===== src/rtl/sram_mem_ctrl_pkg.sv =====
// Shared types and constants for the 32-bit to 16-bit SRAM access controller.
package sram_mem_ctrl_pkg;

  localparam int unsigned DATA_BASE_DEFAULT = 1024;
  localparam int unsigned SRAM_ADDR_W       = 18;
  localparam int unsigned DATA_W            = 32;
  localparam int unsigned HALF_W            = 16;
  localparam int unsigned CNT_W             = 4;
  localparam int unsigned IDX_W             = SRAM_ADDR_W - 1;

  typedef enum logic [1:0] {
    ST_IDLE = 2'd0,
    ST_LOW  = 2'd1,
    ST_HIGH = 2'd2,
    ST_DONE = 2'd3
  } state_t;

  // Request captured when an access starts.
  typedef struct packed {
    logic              wr;
    logic [IDX_W-1:0]  idx;
    logic [DATA_W-1:0] data;
  } req_t;

  // SRAM word index of a byte address relative to the data window base.
  function automatic logic [IDX_W-1:0] word_index(input logic [DATA_W-1:0] address,
                                                  input logic [DATA_W-1:0] base);
    return IDX_W'((address - base) >> 2);
  endfunction

endpackage


===== src/rtl/sram_mem_ctrl.sv =====
// MEM-stage controller: splits each 32-bit load/store into two timed 16-bit SRAM phases.
module sram_mem_ctrl
  import sram_mem_ctrl_pkg::*;
#(
  parameter int unsigned WAIT_CYCLES = 2,
  parameter int unsigned DATA_BASE   = DATA_BASE_DEFAULT
) (
  input  logic                   clk,
  input  logic                   rst,
  input  logic                   wr_en,
  input  logic                   rd_en,
  input  logic [DATA_W-1:0]      address,
  input  logic [DATA_W-1:0]      write_data,
  output logic [DATA_W-1:0]      read_data,
  output logic                   ready,
  output logic [SRAM_ADDR_W-1:0] sram_addr,
  output logic [HALF_W-1:0]      sram_dq_out,
  output logic                   sram_dq_oe,
  input  logic [HALF_W-1:0]      sram_dq_in,
  output logic                   sram_we_n
);

  localparam logic [CNT_W-1:0]  LAST_CNT = CNT_W'(WAIT_CYCLES - 1);
  localparam logic [DATA_W-1:0] BASE     = DATA_W'(DATA_BASE);

  state_t                 state_q, state_d;
  logic [CNT_W-1:0]       cnt_q, cnt_d;
  req_t                   req_q, req_d;
  logic [DATA_W-1:0]      rdata_d;
  logic [SRAM_ADDR_W-1:0] addr_d;
  logic [HALF_W-1:0]      dq_out_d;
  logic                   oe_d;
  logic                   we_n_d;
  logic                   phase_last;

  // Pipeline freeze release: done with the access, or nothing requested.
  assign ready = (state_q == ST_DONE) | ~(wr_en | rd_en);

  // Next state, phase counter and next registered SRAM-side outputs.
  always_comb begin
    state_d    = state_q;
    cnt_d      = cnt_q;
    req_d      = req_q;
    rdata_d    = read_data;
    addr_d     = sram_addr;
    dq_out_d   = sram_dq_out;
    oe_d       = 1'b0;
    we_n_d     = 1'b1;
    phase_last = (cnt_q == LAST_CNT);

    case (state_q)
      ST_IDLE: begin
        if (wr_en | rd_en) begin
          state_d    = ST_LOW;
          req_d.wr   = wr_en;
          req_d.idx  = word_index(address, BASE);
          req_d.data = write_data;
        end
      end
      ST_LOW: begin
        cnt_d = cnt_q + CNT_W'(1);
        if (phase_last) begin
          state_d = ST_HIGH;
          if (!req_q.wr) rdata_d[HALF_W-1:0] = sram_dq_in;
        end
      end
      ST_HIGH: begin
        cnt_d = cnt_q + CNT_W'(1);
        if (phase_last) begin
          state_d = ST_DONE;
          if (!req_q.wr) rdata_d[DATA_W-1:HALF_W] = sram_dq_in;
        end
      end
      default: state_d = ST_IDLE;
    endcase

    if (state_d != state_q) cnt_d = '0;

    // Outputs are registered, so they are derived from the state being entered.
    case (state_d)
      ST_LOW: begin
        addr_d = {req_d.idx, 1'b0};
        if (req_d.wr) dq_out_d = req_d.data[HALF_W-1:0];
        oe_d   = req_d.wr;
        we_n_d = ~req_d.wr;
      end
      ST_HIGH: begin
        addr_d = {req_d.idx, 1'b1};
        if (req_d.wr) dq_out_d = req_d.data[DATA_W-1:HALF_W];
        oe_d   = req_d.wr;
        we_n_d = ~req_d.wr;
      end
      default: ;
    endcase
  end

  // State register and registered outputs; reset acts immediately.
  always_ff @(posedge clk or posedge rst) begin
    if (rst) begin
      state_q     <= ST_IDLE;
      cnt_q       <= '0;
      req_q       <= '0;
      read_data   <= '0;
      sram_addr   <= '0;
      sram_dq_out <= '0;
      sram_dq_oe  <= 1'b0;
      sram_we_n   <= 1'b1;
    end else begin
      state_q     <= state_d;
      cnt_q       <= cnt_d;
      req_q       <= req_d;
      read_data   <= rdata_d;
      sram_addr   <= addr_d;
      sram_dq_out <= dq_out_d;
      sram_dq_oe  <= oe_d;
      sram_we_n   <= we_n_d;
    end
  end

endmodule


===== config.mk =====
export PLATFORM = sky130hd
export DESIGN_NAME = sram_mem_ctrl
export DESIGN_NICKNAME = d
export VERILOG_FILES = /design/src/rtl/sram_mem_ctrl_pkg.sv /design/src/rtl/sram_mem_ctrl.sv
export SDC_FILE = /design/constraint.sdc
export NUM_CORES = 1
export LEC_CHECK = 0
export ABC_AREA = 1
export ABC_CLOCK_PERIOD_IN_PS = 4500
export BUFFER_PORTS_ARGS = -buffer_cell sky130_fd_sc_hd__buf_2
export CELL_PAD_IN_SITES_DETAIL_PLACEMENT = 1
export CELL_PAD_IN_SITES_GLOBAL_PLACEMENT = 1
export CORE_ASPECT_RATIO = 0.8
export CORE_MARGIN = 2
export CORE_UTILIZATION = 38
export DETAILED_ROUTE_END_ITERATION = 10
export GPL_TIMING_DRIVEN = 0
export HOLD_SLACK_MARGIN = 0.05
export PLACE_DENSITY = 0.8
export REMOVE_ABC_BUFFERS = 1
export SYNTH_ARGS = -nofsm -noshare
export SYNTH_HDL_FRONTEND = slang
export SYNTH_SLANG_ARGS = --single-unit

===== constraint.sdc =====
create_clock -name clk -period 4.5 [get_ports clk]
set_clock_uncertainty 0.2 [all_clocks]
set_input_delay 0.225 -clock clk [delete_from_list [all_inputs] [get_ports clk]]
set_output_delay 0.225 -clock clk [all_outputs]
set_load 0.005 [all_outputs]

# Word-level counts from Yosys, hierarchy flattened
# Cells that the tools add are included.
[op_classes]
add_sub_neg = 2
div_mod_pow = 0
n_shift = 0
n_lt_le_gt_ge = 0
n_mux = 14
n_reduce_logical = 8
mul = 0
eq_ne = 9
bitwise = 5
[ops]
columns = ["operator", "count"]
rows = [
  ["$mux 50", 2],
  ["$pmux 18 s2", 1],
  ["$mux 16", 2],
  ["$pmux 16 s2", 1],
  ["$sub 19x11->19 const B", 1],
  ["$reduce_and 3->1", 3],
  ["$mux 4", 2],
  ["$eq 2x2->1 const B", 3],
  ["$mux 2", 3],
  ["$pmux 2 s3", 1],
  ["$add 4x1->4 const B", 1],
  ["$eq 2x1->1 const B", 2],
  ["$eq 4x1->1 const B", 1],
  ["$ne 2x2->1 const B", 2],
  ["$reduce_bool 2->1", 2],
  ["$reduce_or 2->1", 2],
  ["$not 1->1", 3],
  ["$logic_not 2->1", 1],
  ["$mux 1", 2],
  ["$ne 2x2->1", 1],
  ["$or 1x1->1", 2],
]
[word_totals]
regBits = 124
out_inout_bits = 69
mem_bits_ro = 0
memories = 0
latchBits = 0
word_cells = 49
mem_bits_rw = 0

# Depth between registers and ports, before layout
# Gate-level depths: netlist of run 1.
[logic_depth]
depth_word = 6
ltp_mapped = 15
depth_no_buf = 14

# Worst setup path after synthesis of run 1
# No wires, ideal clock.
[synth_timing]
path_kind = "flip-flop to flip-flop"
from = "register state_q[0]"
to = "register sram_dq_out[0]"
setup_slack_ps = 2140
setup_time_ps = 117
arrival_time_ps = 2043
required_ps = 4183
path_buffers = 1
stages_incl_launch_ff = 12
path_cell_list = "dfrtp_1 inv_1 ha_1 nand2_1 nand3_1 nand2_1 ha_1 nor2_1 nand2_1 clkbuf_1 nand3_1 nand2_1"
[synth_between]
elab_chain_cells = 5
elab_cells_between_ends = 17
cone_classes = "eq/ne: 6; mux: 8; reduce/logical: 3"
[synth_lines]
columns = ["element", "line", "source"]
rows = [
  ["from (decl)", "sram_mem_ctrl.sv:26", "state_t state_q, state_d;"],
  ["from (signal assigned)", "sram_mem_ctrl.sv:109", "state_q <= state_d;"],
  ["$eq 2x2->1 (tied with other cells)", "sram_mem_ctrl.sv:51", "case (state_q)"],
  ["$pmux 2 s3", "sram_mem_ctrl.sv:51", ""],
  ["$eq 2x1->1 / $eq 2x2->1 (equally long branches)", "sram_mem_ctrl.sv:80", "case (state_d)"],
  ["$ne 2x2->1 (no line) / $reduce_bool 2->1 (equally long branches)", "n/a", ""],
  ["$reduce_and 3->1 (no line)", "n/a", ""],
  ["to (signal assigned)", "sram_mem_ctrl.sv:114", "sram_dq_out <= dq_out_d;"],
  ["to (decl)", "sram_mem_ctrl.sv:17", "output logic [HALF_W-1:0] sram_dq_out,"],
]
# Several ways; a longest one is shown, not always the timed one. The select of a mux whose other input is x is not followed.
# A chain may end at the register's enable or synchronous reset.

# Worst setup path in the final report of run 1
[layout_timing]
from = "register cnt_q[0]"
to = "register sram_dq_out[12]"
[layout_between]
elab_chain_cells = 6
elab_cells_between_ends = 11
cone_classes = "eq/ne: 5; mux: 4; reduce/logical: 2"
[layout_lines]
columns = ["element", "line", "source"]
rows = [
  ["from (decl)", "sram_mem_ctrl.sv:27", "logic [CNT_W-1:0] cnt_q, cnt_d;"],
  ["from (signal assigned)", "sram_mem_ctrl.sv:110", "cnt_q <= cnt_d;"],
  ["$eq 4x1->1 *", "sram_mem_ctrl.sv:49", "phase_last = (cnt_q == LAST_CNT);"],
  ["$mux 2 (on tied branches)", "sram_mem_ctrl.sv:69, sram_mem_ctrl.sv:62", ""],
  ["$pmux 2 s3 *", "sram_mem_ctrl.sv:51", ""],
  ["net state_d[1]", "sram_mem_ctrl.sv:26", ""],
  ["$eq 2x1->1 / $eq 2x2->1 (equally long branches)", "sram_mem_ctrl.sv:80", ""],
  ["$ne 2x2->1 (no line) / $reduce_bool 2->1 (equally long branches)", "n/a", ""],
  ["$reduce_and 3->1 (no line)", "n/a", ""],
]
# The timed path passes the listed nets; every way through them passes the cells marked *.

==> results.json, run 1 <==
{
  "setup_total_negative_slack_ns": 0,
  "r2r_start": "cnt_q[0]",
  "power.switching_fraction_pct": 41.2,
  "route.detailed.drc": 0,
  "grt_max_degree": 88,
  "boundaryPins": 153,
  "arrival_ns": 3.65,
  "cts_hold_repair.buffers": 69,
  "die_x_um": 137,
  "cts.sink_count": 124,
  "grt_remaining_overflow": 0,
  "seqPwrFrac_pct": 33.0,
  "clkPwrFrac_pct": 23.7,
  "post_layout_worst_setup_margin_ns": 0.955,
  "grt_usage_pct": 22.6,
  "floorplan.initialDensity_pct": 39.3,
  "buffer_ports.inserted": 137,
  "synthesis.area_um2": 5380,
  "routed-via-count": 4855,
  "post_route_cells_drive_above_1_share_pct": 22.4,
  "rsz0062_at_grt": "false",
  "htree_num_levels": 4,
  "post_cts_setup_buffers": 0,
  "final_area_um2": 7450,
  "power_frac_comb_pct": 43.2,
  "vdd_drop_max_mv": 0.330,
  "fmax_mhz": 282,
  "placement_rows": 38,
  "critPathMaxFanout": 24,
  "synth_warnings": 0,
  "post-dp-hpwl_um": 9520,
  "layout.filler_cells": 1611,
  "timing.max_cap.violations": 0,
  "total_switching_power_mw": 2.43,
  "mostFrequentLayoutCell": "sky130_fd_sc_hd__nand2_1",
  "design.core.area_um2": 13700,
  "place_worst_setup_slack_ns": 0.984,
  "cts_inserted_buffers": 17,
  "worst_skew_pair.late_latency_ns": 0.42,
  "grt_first_pass_wirelength_um": 25800,
  "ys_ff_latch": 124,
  "postRouteWirelength_um": 16200,
  "drtAntennaViolNets": 0,
  "pwr_density_cell_nw_per_um2": 793,
  "antenna-diode-count": 0,
  "dieHeight_um": 110,
  "post_synth.cell_area_avg_um2": 8.78,
  "post_cts.resized_instances": 0,
  "fp.dieArea_um2": 15100,
  "worst-slew-pin-transition_ns": 1.10,
  "tritoncts": "done",
  "start_kind": "flop",
  "drt_pre_antenna_iters": 4,
  "clk_pin_slew_worst_paths_ns": 0.06,
  "antenna_found_initial": 0,
  "period_share_pct": 78.8,
  "place_area_um2": 6150,
  "grt_pass1_vias": 5349,
  "detail_route.wl_per_cell_um": 16.1,
  "finalCriticalPeriod_ns": 3.55,
  "final_util_pct": 54.4,
  "report.final.setup_viol": 0,
  "holdCritStartpoint": "rd_en",
  "vias_per_cell": 4.83,
  "placed_cells_incl_taps": 905,
  "layout_stage_area_growth_over_the_synthesis_result_pct": 38.7,
  "final_cells": 1006,
  "yosysUniqueCellTypes": 29,
  "worstHoldPathType": "primary input to flop",
  "timing_hold_violations_final": 0,
  "number_of_drc_markers_in_iteration_0": 180,
  "timing.critical_path.from": "cnt_q[0]",
  "routabilityCongestion": 0.788,
  "timing_worst_setup_path_type": "flop to flop",
  "post_synth_inst_count": 612,
  "worst_setup_path_end_kind": "flop",
  "timing.slew.headroom_pct": 26.7,
  "layout_common_cells": "sky130_fd_sc_hd__nand2_1, sky130_fd_sc_hd__buf_2, sky130_fd_sc_hd__dfrtp_1, sky130_fd_sc_hd__inv_1, sky130_fd_sc_hd__dlygate4sd3_1",
  "worst_ep_required_time_ns": 4.60,
  "cellLeakagePower_nw": 4.00,
  "root_buf_cell": "sky130_fd_sc_hd__clkbuf_16",
  "synth.yosys.seq_area_share_pct": 57.7,
  "final_net_count": 908,
  "outcome": "finished, final reports clean",
  "cellInternalPower_mw": 3.48,
  "final_max_slew_viol_count": 0,
  "number_of_buffers_on_the_longest_clock_path": 2
}
-- per-stage QoR --
stage | hold WS, ns | power [mW]
2_1_floorplan | 0.140 | 3.49
3_3_place_gp | 0.245 | 4.25
3_5_place_dp | 0.0507 | 4.45
4_1_cts | 0.0758 | 5.95
5_1_grt | 0.159 | 6.42
6_report | 0.0977 | 5.91
-- critical path, cell delays in order (launching register included) --
cell and delay [ns]:
sky130_fd_sc_hd__dfrtp_1 0.43, sky130_fd_sc_hd__ha_1 0.23, sky130_fd_sc_hd__nand2_1 0.14, sky130_fd_sc_hd__nand2_1 0.11, sky130_fd_sc_hd__a21oi_1 0.15, sky130_fd_sc_hd__nand2_1 0.06
sky130_fd_sc_hd__nand2_1 0.10, sky130_fd_sc_hd__inv_1 0.07, sky130_fd_sc_hd__ha_1 0.57, sky130_fd_sc_hd__inv_1 0.50, sky130_fd_sc_hd__nand2_4 0.41, sky130_fd_sc_hd__nand2_4 0.22
sky130_fd_sc_hd__nand2_1 0.14, sky130_fd_sc_hd__nand2_1 0.07
-- cell families (layout without fill, tap and decap cells) --
kind of cell	after synthesis	after routing	share of synthesized area [%]
XOR/XNOR	3	3	0.489
adder cells (fa/ha/maj)	11	11	2.56
AO/OA/AOI/OAI	95	95	9.61
flip-flops	124	124	57.7
AND/OR/NAND/NOR	277	277	21.0
buffers and inverters	102	316	8.63
-- layer usage --
metal	GRT usage [%]	vias up	wire length (µm)
met4	10.2	0	389
met2	40.3	141	8250
met1	25.2	2364	6700
li1	-	2312	-
met5	0	-	0
met3	6.54	38	900
-- Yosys cell counts, drive strengths merged --
cell type / number / share of area, %
a21oi: 5 / 0.47
nand4: 1 / 0.12
dfstp: 1 / 0.49
clkbuf: 8 / 0.56
dfrtp: 123 / 57
ha: 11 / 2.6
a31oi: 10 / 1.4
buf: 17 / 2.7
o211ai: 2 / 0.28
nor2: 25 / 2.2
or2: 3 / 0.35
inv: 77 / 5.4
xnor2: 1 / 0.16
nand2: 219 / 16
nand3: 28 / 2.6
nand3b: 1 / 0.14
o21ai: 78 / 7.5
xor2: 2 / 0.33
-- final timing paths --
path                                   endpoint  slack, ns  cells past startpoint
worst max-delay path            sram_dq_out[12]       0.95                     13
worst min register to register        req_q[38]       0.27                      2
min in group asynchronous         read_data[17]       0.16                      3
max in group asynchronous             sram_we_n       3.16                      4
worst min-delay path                 state_q[1]        0.1                      6
worst max register to register  sram_dq_out[12]       0.95                     13
-- state kept, by name, indices dropped and copies added (netlist names) --
signal,count
cnt_q,4
sram_addr,18
sram_dq_oe,1
read_data,32
state_q,2
sram_we_n,1
sram_dq_out,16
req_q,50
-- area by class of cell --
cell class	count	area, µm²	area share, %
multi-input cells	386	1810	24.3
well taps	180	225	3.02
flip-flops and latches	124	3100	41.6
repair buffers	207	1400	18.8
clock inverters	9	109	1.46
clock buffers	23	508	6.81
inverters	77	297	3.98
-- power by group through the flow --
stage / Sequential, mW / Clock (mW) / Combinational [mW]
6_report: 1.95 / 1.40 / 2.55
5_1_grt: 2.01 / 1.48 / 2.94
4_1_cts: 1.94 / 1.43 / 2.57
3_5_place_dp: 1.95 / 0 / 2.49
3_3_place_gp: 1.92 / 0 / 2.33
2_1_floorplan: 1.94 / 0 / 1.55
No activity file was read; power rests on OpenSTA's default activity.
==> run 2, diff against run 1 <==
ABC_AREA = 0   (was 1)
ABC_CLOCK_PERIOD_IN_PS = 3700   (was 4500)
CORE_UTILIZATION = 41   (was 38)
clock period = 3.7 ns   (was 4.5 ns; I/O delays follow)
==> results.json, run 2 <==
{
  "route.detailed.drc": 0,
  "final_max_slew_viol_count": 0,
  "synthMostInstantiatedCell": "sky130_fd_sc_hd__dfrtp_1",
  "worst_ep_required_time_ns": 3.80,
  "post_synth_inst_count": 375,
  "yosysUniqueCellTypes": 40,
  "buffer_ports.inserted": 137,
  "largest_register_ff_count": 50,
  "grt_max_degree": 74,
  "hold-path-endpoint": "sram_dq_oe",
  "synth_edf_count": 0,
  "worst_skew_pair.late_latency_ns": 0.42,
  "pwr_density_cell_nw_per_um2": 999,
  "arrival_ns": 3.47,
  "design.core.area_um2": 12300,
  "cp_top_family": "simple AND/OR/NAND/NOR gates",
  "cts.sink_count": 124,
  "r2r_start": "state_q[0]",
  "floorplan.initialDensity_pct": 42.5,
  "synth_warnings": 0,
  "cellInternalPower_mw": 4.99,
  "drt_pre_antenna_iters": 6,
  "synthesis.area_um2": 5240,
  "layout_common_cells": "sky130_fd_sc_hd__buf_2, sky130_fd_sc_hd__dfrtp_1, sky130_fd_sc_hd__mux2_2, sky130_fd_sc_hd__dlygate4sd3_1, sky130_fd_sc_hd__nand2_1",
  "synth.cells.most_frequent": "sky130_fd_sc_hd__dfrtp_1, sky130_fd_sc_hd__mux2_2, sky130_fd_sc_hd__nand2_1",
  "post_route_cells_drive_above_1_share_pct": 48.3,
  "synthDominantCellAreaShare_pct": 58.7,
  "grt_usage_pct": 23.2,
  "report.final.setup_viol": 0,
  "fmax_mhz": 297,
  "regMostFlops": "req_q",
  "grt_pass1_vias": 4407,
  "fin_total_pwr_mw": 7.48,
  "cts_inserted_buffers": 17,
  "routabilityCongestion": 0.698,
  "period_share_pct": 91.0,
  "seqPwrFrac_pct": 32.3,
  "final_net_count": 685,
  "clkPwrFrac_pct": 23.7,
  "power.switching_fraction_pct": 33.3,
  "antenna_found_initial": 1,
  "clk_pin_slew_worst_paths_ns": 0.06,
  "post-dp-hpwl_um": 8420,
  "timing.critical_path.cells": "inv_1, ha_1, nor4bb_1, a31oi_1, a31o_2, ha_2, or2_2, a21oi_4, buf_12, mux2_2",
  "detail_route.wl_per_cell_um": 19.1,
  "mostFrequentLayoutCell": "sky130_fd_sc_hd__buf_2",
  "grt_remaining_overflow": 0,
  "die_x_um": 130,
  "timing_worst_setup_path_type": "flop to flop",
  "worst-slew-pin-transition_ns": 0.879,
  "final_area_um2": 7480,
  "ff2ff_setup_slack_ns": 0.33,
  "grt_first_pass_wirelength_um": 23700,
  "timing.slew.headroom_pct": 41.4,
  "max_stage_delay_ns": 0.47,
  "postRouteWirelength_um": 14800,
  "root_buf_cell": "sky130_fd_sc_hd__clkbuf_16",
  "rsz0062_at_grt": "false",
  "power_frac_comb_pct": 44.0,
  "synth.yosys.seq_area_share_pct": 59.2,
  "dieHeight_um": 105,
  "worstHoldPathType": "primary input to flop",
  "reg_top3": "req_q: 50 flops, read_data: 32 flops, sram_addr: 18 flops",
  "min_path_cells": 4,
  "fp.dieArea_um2": 13700,
  "drtAntennaViolNets": 0,
  "ys_ff_latch": 124,
  "start_kind": "flop",
  "worst_setup_path_end_kind": "flop",
  "critPathMaxFanout": 18,
  "timing_hold_violations_final": 0,
  "layout_stage_area_growth_over_the_synthesis_result_pct": 42.8,
  "vdd_drop_max_mv": 0.594,
  "number_of_buffers_on_the_longest_clock_path": 2,
  "routed-via-count": 3788,
  "ff2ff_path_depth": 10,
  "number_of_drc_markers_in_iteration_0": 101,
  "finalCriticalPeriod_ns": 3.37,
  "total_switching_power_mw": 2.49,
  "placement_rows": 36,
  "holdCritStartpoint": "rd_en",
  "post_layout_worst_setup_margin_ns": 0.333,
  "synth_top_area_cell": "sky130_fd_sc_hd__dfrtp_1",
  "reg2reg_to": "sram_dq_out[13]",
  "tritoncts": "done",
  "cellLeakagePower_nw": 3.49,
  "post_synth.cell_area_avg_um2": 14.0,
  "vias_per_cell": 4.89,
  "place_area_um2": 6110,
  "outcome": "finished, final reports clean",
  "boundaryPins": 153,
  "async_reset_ff_share_pct": 100,
  "ys_dominant_reg_cell": "sky130_fd_sc_hd__dfrtp_1",
  "place_worst_setup_slack_ns": -0.530,
  "cell_types_with_the_largest_area_share_after_synthesis": "sky130_fd_sc_hd__dfrtp_1, sky130_fd_sc_hd__mux2_2, sky130_fd_sc_hd__mux2_4, sky130_fd_sc_hd__ha_1, sky130_fd_sc_hd__nand2_1",
  "htree_num_levels": 4,
  "worst-path-buf-inv": 2,
  "timing.max_cap.violations": 0,
  "timing.critical_path.from": "state_q[0]",
  "crit_slowest_cell": "sky130_fd_sc_hd__dfrtp_1"
}
-- run 2: changes by cell type after synthesis, sizes merged, moves of 4 or more --
cell	previous run	this run
a21oi	5	9
xnor2	1	5
buf	17	12
nor3b	0	4
o31ai	0	4
nand3	28	0
nand2	219	35
inv	77	9
a31oi	10	3
mux2	0	111
nor2	25	14
o21ai	78	5
clkbuf	8	3
-- run 2: cells by family after synthesis --
group,count (synthesis),share of synthesized area [%]
AOI/OAI and AO/OA,31,3.89
xor gates and xnor gates,8,1.34
adders and majority gates,11,2.63
buffers and inverters,24,2.32
DFF,124,59.2
muxes,111,24.9
and+or+nand+nor,66,5.75
-- run 2: cell type report --
| class | count | area [µm²] |
|---|---|---|
| Fill cell | 1282 | 4860 |
| Antenna cell | 1 | 2.50 |
| Clock buffer | 21 | 470 |
| Timing Repair Buffer | 211 | 1460 |
| Multi-Input combinational cell | 227 | 2030 |
| Sequential cell | 124 | 3100 |
| Clock inverter | 11 | 158 |
| Tap cell | 171 | 214 |
| Inverter | 9 | 38.8 |
-- run 2: what timing repair did --
action	4_1_cts	5_1_grt
buffers inserted	1	0
gates resized for setup	1	1
setup endpoints to repair	16	16
hold buffers	71	0
endpoints found under the hold margin	165	0
pin swaps	1	0
-- run 2: worst max-delay path by stage --
stage / endpoint / cells after the start
global route: sram_dq_out[13] / 10
detailed placement: sram_dq_out[8] / 9
CTS: sram_dq_out[13] / 10
finish: sram_dq_out[13] / 10
floorplan: cnt_q[0] / 1
global placement: req_q[36] / 2
-- run 2: stage by stage --
stage,std cells,hold WS [ns],utilization [%],setup TNS [ns]
finish,775,0.0956,60.6,0
global route,775,0.129,60.6,0
CTS,774,0.103,60.6,0
detailed placement,670,0.153,49.5,-8.26
global placement,668,0.197,49.0,-168.36
floorplan,360,0.107,-,0
-- run 2: per-layer routing --
layer	up-vias	wire (µm)	track usage [%]
met5	-	0	0
met4	0	353	9.50
met3	26	629	5.58
met2	102	7780	40.6
met1	1915	6060	27.2
li1	1745	-	-
-- run 2: worst reg2reg max path, stage by stage (launching register included) --
cell                       delay [ns]
sky130_fd_sc_hd__dfrtp_1         0.47
sky130_fd_sc_hd__inv_1           0.17
sky130_fd_sc_hd__ha_1            0.22
sky130_fd_sc_hd__nor4bb_1        0.44
sky130_fd_sc_hd__a31oi_1         0.08
sky130_fd_sc_hd__a31o_2          0.27
sky130_fd_sc_hd__ha_2            0.35
sky130_fd_sc_hd__or2_2           0.37
sky130_fd_sc_hd__a21oi_4         0.15
sky130_fd_sc_hd__buf_12          0.18
sky130_fd_sc_hd__mux2_2          0.36
-- run 2: power groups by stage --
stage	registers, mW	logic, mW	clock network [mW]
2_1_floorplan	2.37	2.06	0
6_report	2.41	3.29	1.77
3_3_place_gp	2.35	2.91	0
5_1_grt	2.49	3.60	1.86
3_5_place_dp	2.40	3.05	0
4_1_cts	2.39	3.28	1.79
==> run 3, diff against run 2 <==
HOLD_SLACK_MARGIN = 0.06   (was 0.05)
PLACE_DENSITY = 0.88   (was 0.8)
==> results.json, run 3 (synthesis gave the netlist of run 2 again) <==
{
  "design.core.area_um2": 12300,
  "routabilityCongestion": 0.789,
  "fmax_mhz": 299,
  "route.detailed.drc": 0,
  "routed-via-count": 3857,
  "post_route_cells_drive_above_1_share_pct": 48.0,
  "period_share_pct": 90.4,
  "cts.sink_count": 124,
  "finalCriticalPeriod_ns": 3.34,
  "arrival_ns": 3.44,
  "ff2ff_setup_slack_ns": 0.36,
  "critPathMaxFanout": 19,
  "ff2ff_path_depth": 9,
  "timing.critical_path.from": "state_q[0]",
  "placed_cells_incl_taps": 670,
  "vias_per_cell": 4.98,
  "vdd_drop_max_mv": 0.514,
  "report.final.setup_viol": 0,
  "drt_pre_antenna_iters": 4,
  "grt_remaining_overflow": 0,
  "detail_route.wl_per_cell_um": 19.4,
  "postRouteWirelength_um": 15000,
  "place_area_um2": 6110,
  "timing.slew.headroom_pct": 42.6,
  "final_net_count": 685,
  "final_cells": 774,
  "worst_ep_required_time_ns": 3.80,
  "mostFrequentLayoutCell": "sky130_fd_sc_hd__buf_2",
  "placement_rows": 36,
  "start_kind": "flop",
  "worstHoldPathType": "primary input to flop",
  "critPathCapture": "sram_dq_out[0]",
  "number_of_drc_markers_in_iteration_0": 168,
  "worst_setup_path_end_kind": "flop",
  "regMostFlops": "req_q",
  "rsz0062_at_grt": "false",
  "buffer_ports.inserted": 137,
  "grt_first_pass_wirelength_um": 23900,
  "outcome": "finished, final reports clean",
  "post-dp-hpwl_um": 8660,
  "final_area_um2": 7470,
  "grt_max_degree": 66,
  "dieHeight_um": 105,
  "die_x_um": 130,
  "clk_pin_slew_worst_paths_ns": 0.06,
  "worst_skew_pair.late_latency_ns": 0.42,
  "pwr_density_cell_nw_per_um2": 996,
  "layout_common_cells": "sky130_fd_sc_hd__buf_2, sky130_fd_sc_hd__dfrtp_1, sky130_fd_sc_hd__mux2_2, sky130_fd_sc_hd__dlygate4sd3_1, sky130_fd_sc_hd__nand2_1",
  "timing.max_cap.violations": 0,
  "final_max_slew_viol_count": 0,
  "reg2reg_to": "sram_dq_out[0]",
  "reg_top3": "req_q: 50 flops, read_data: 32 flops, sram_addr: 18 flops",
  "grt_pass1_vias": 4451,
  "largest_register_ff_count": 50,
  "worst-slew-pin-transition_ns": 0.861,
  "antenna_found_initial": 1,
  "layout_stage_area_growth_over_the_synthesis_result_pct": 42.6,
  "boundaryPins": 153,
  "place_worst_setup_slack_ns": -0.577,
  "tritoncts": "done",
  "cellLeakagePower_nw": 3.49,
  "number_of_buffers_on_the_longest_clock_path": 2,
  "htree_num_levels": 4,
  "fp.dieArea_um2": 13700,
  "timing_worst_setup_path_type": "flop to flop",
  "floorplan.initialDensity_pct": 42.5,
  "layout.filler_cells": 1257,
  "r2r_start": "state_q[0]",
  "timing_hold_violations_final": 0,
  "cts_inserted_buffers": 17,
  "drtAntennaViolNets": 0,
  "root_buf_cell": "sky130_fd_sc_hd__clkbuf_16",
  "post_layout_worst_setup_margin_ns": 0.356,
  "setup_total_negative_slack_ns": 0,
  "grt_usage_pct": 23.4
}
run 3: cell count changes in the layout (fill, tap and decap cells not counted):
cell	delta
sky130_fd_sc_hd__clkbuf_1	+2
sky130_fd_sc_hd__clkbuf_8	+2
sky130_fd_sc_hd__nor4bb_1	-1
sky130_fd_sc_hd__clkinv_4	-3
sky130_fd_sc_hd__inv_6	-3
sky130_fd_sc_hd__clkinvlp_4	-1
sky130_fd_sc_hd__nor4bb_2	+1
sky130_fd_sc_hd__clkinv_2	+2
run 3: metrics by stage:
step	util [%]	total power, mW	hold slack (ns)
after floorplan	-	4.43	0.107
final	60.6	7.45	0.118
after global placement	49.0	5.25	0.196
after global routing	60.6	7.91	0.140
after CTS	60.5	7.47	0.0940
after detailed placement	49.5	5.47	0.0951
run 3: per-layer routing:
| metal | share of wire [%] | GRT usage (%) |
|---|---|---|
| met1 | 38 | 24.7 |
| met2 | 56 | 43.2 |
| met4 | 2.3 | 9.88 |
| met5 | 0 | 0 |
| met3 | 4.6 | 6.45 |
run 3: critical path, cell delays in order (launching register included):
cell	delay (ns)
sky130_fd_sc_hd__dfrtp_1	0.48
sky130_fd_sc_hd__inv_1	0.17
sky130_fd_sc_hd__ha_1	0.33
sky130_fd_sc_hd__o21ai_2	0.31
sky130_fd_sc_hd__a31o_2	0.32
sky130_fd_sc_hd__ha_2	0.35
sky130_fd_sc_hd__or2_2	0.36
sky130_fd_sc_hd__a21oi_4	0.15
sky130_fd_sc_hd__buf_12	0.18
sky130_fd_sc_hd__mux2_2	0.36
run 3: power by group:
group          internal, mW  switching (mW)  total, mW
registers              2.08           0.335       2.41
logic                  1.79            1.51       3.30
clock network          1.14           0.593       1.74
total                  5.01            2.44       7.45
run 3: repair_timing:
item,in CTS,in global routing
hold buffers,71,0
gates resized for setup,2,1
endpoints found under the hold margin,156,0
endpoints found under the setup margin,16,1
buffers inserted,1,0
pin swaps,1,0
run 3: area by class of cell:
class / instances / area (µm²) / area share, %
Clock buffer: 25 / 505 / 6.76
Clock inverter: 6 / 108 / 1.44
Sequential cell: 124 / 3100 / 41.5
Timing Repair Buffer: 211 / 1460 / 19.6
Multi-Input combinational cell: 227 / 2040 / 27.3
Antenna cell: 1 / 2.50 / 0.0335
Inverter: 9 / 38.8 / 0.519
Tap cell: 171 / 214 / 2.86
run 3: worst min-delay path by stage:
stage | start | end | slack [ns] | depth (start not counted)
2_1_floorplan | address[2] | req_q[32] | 0.11 | 2
3_3_place_gp | address[8] | req_q[38] | 0.20 | 3
3_5_place_dp | rst | req_q[19] | 0.1 | 2
4_1_cts | rd_en | sram_dq_oe | 0.09 | 4
5_1_grt | rd_en | sram_dq_oe | 0.14 | 4
6_report | rd_en | sram_dq_oe | 0.12 | 4
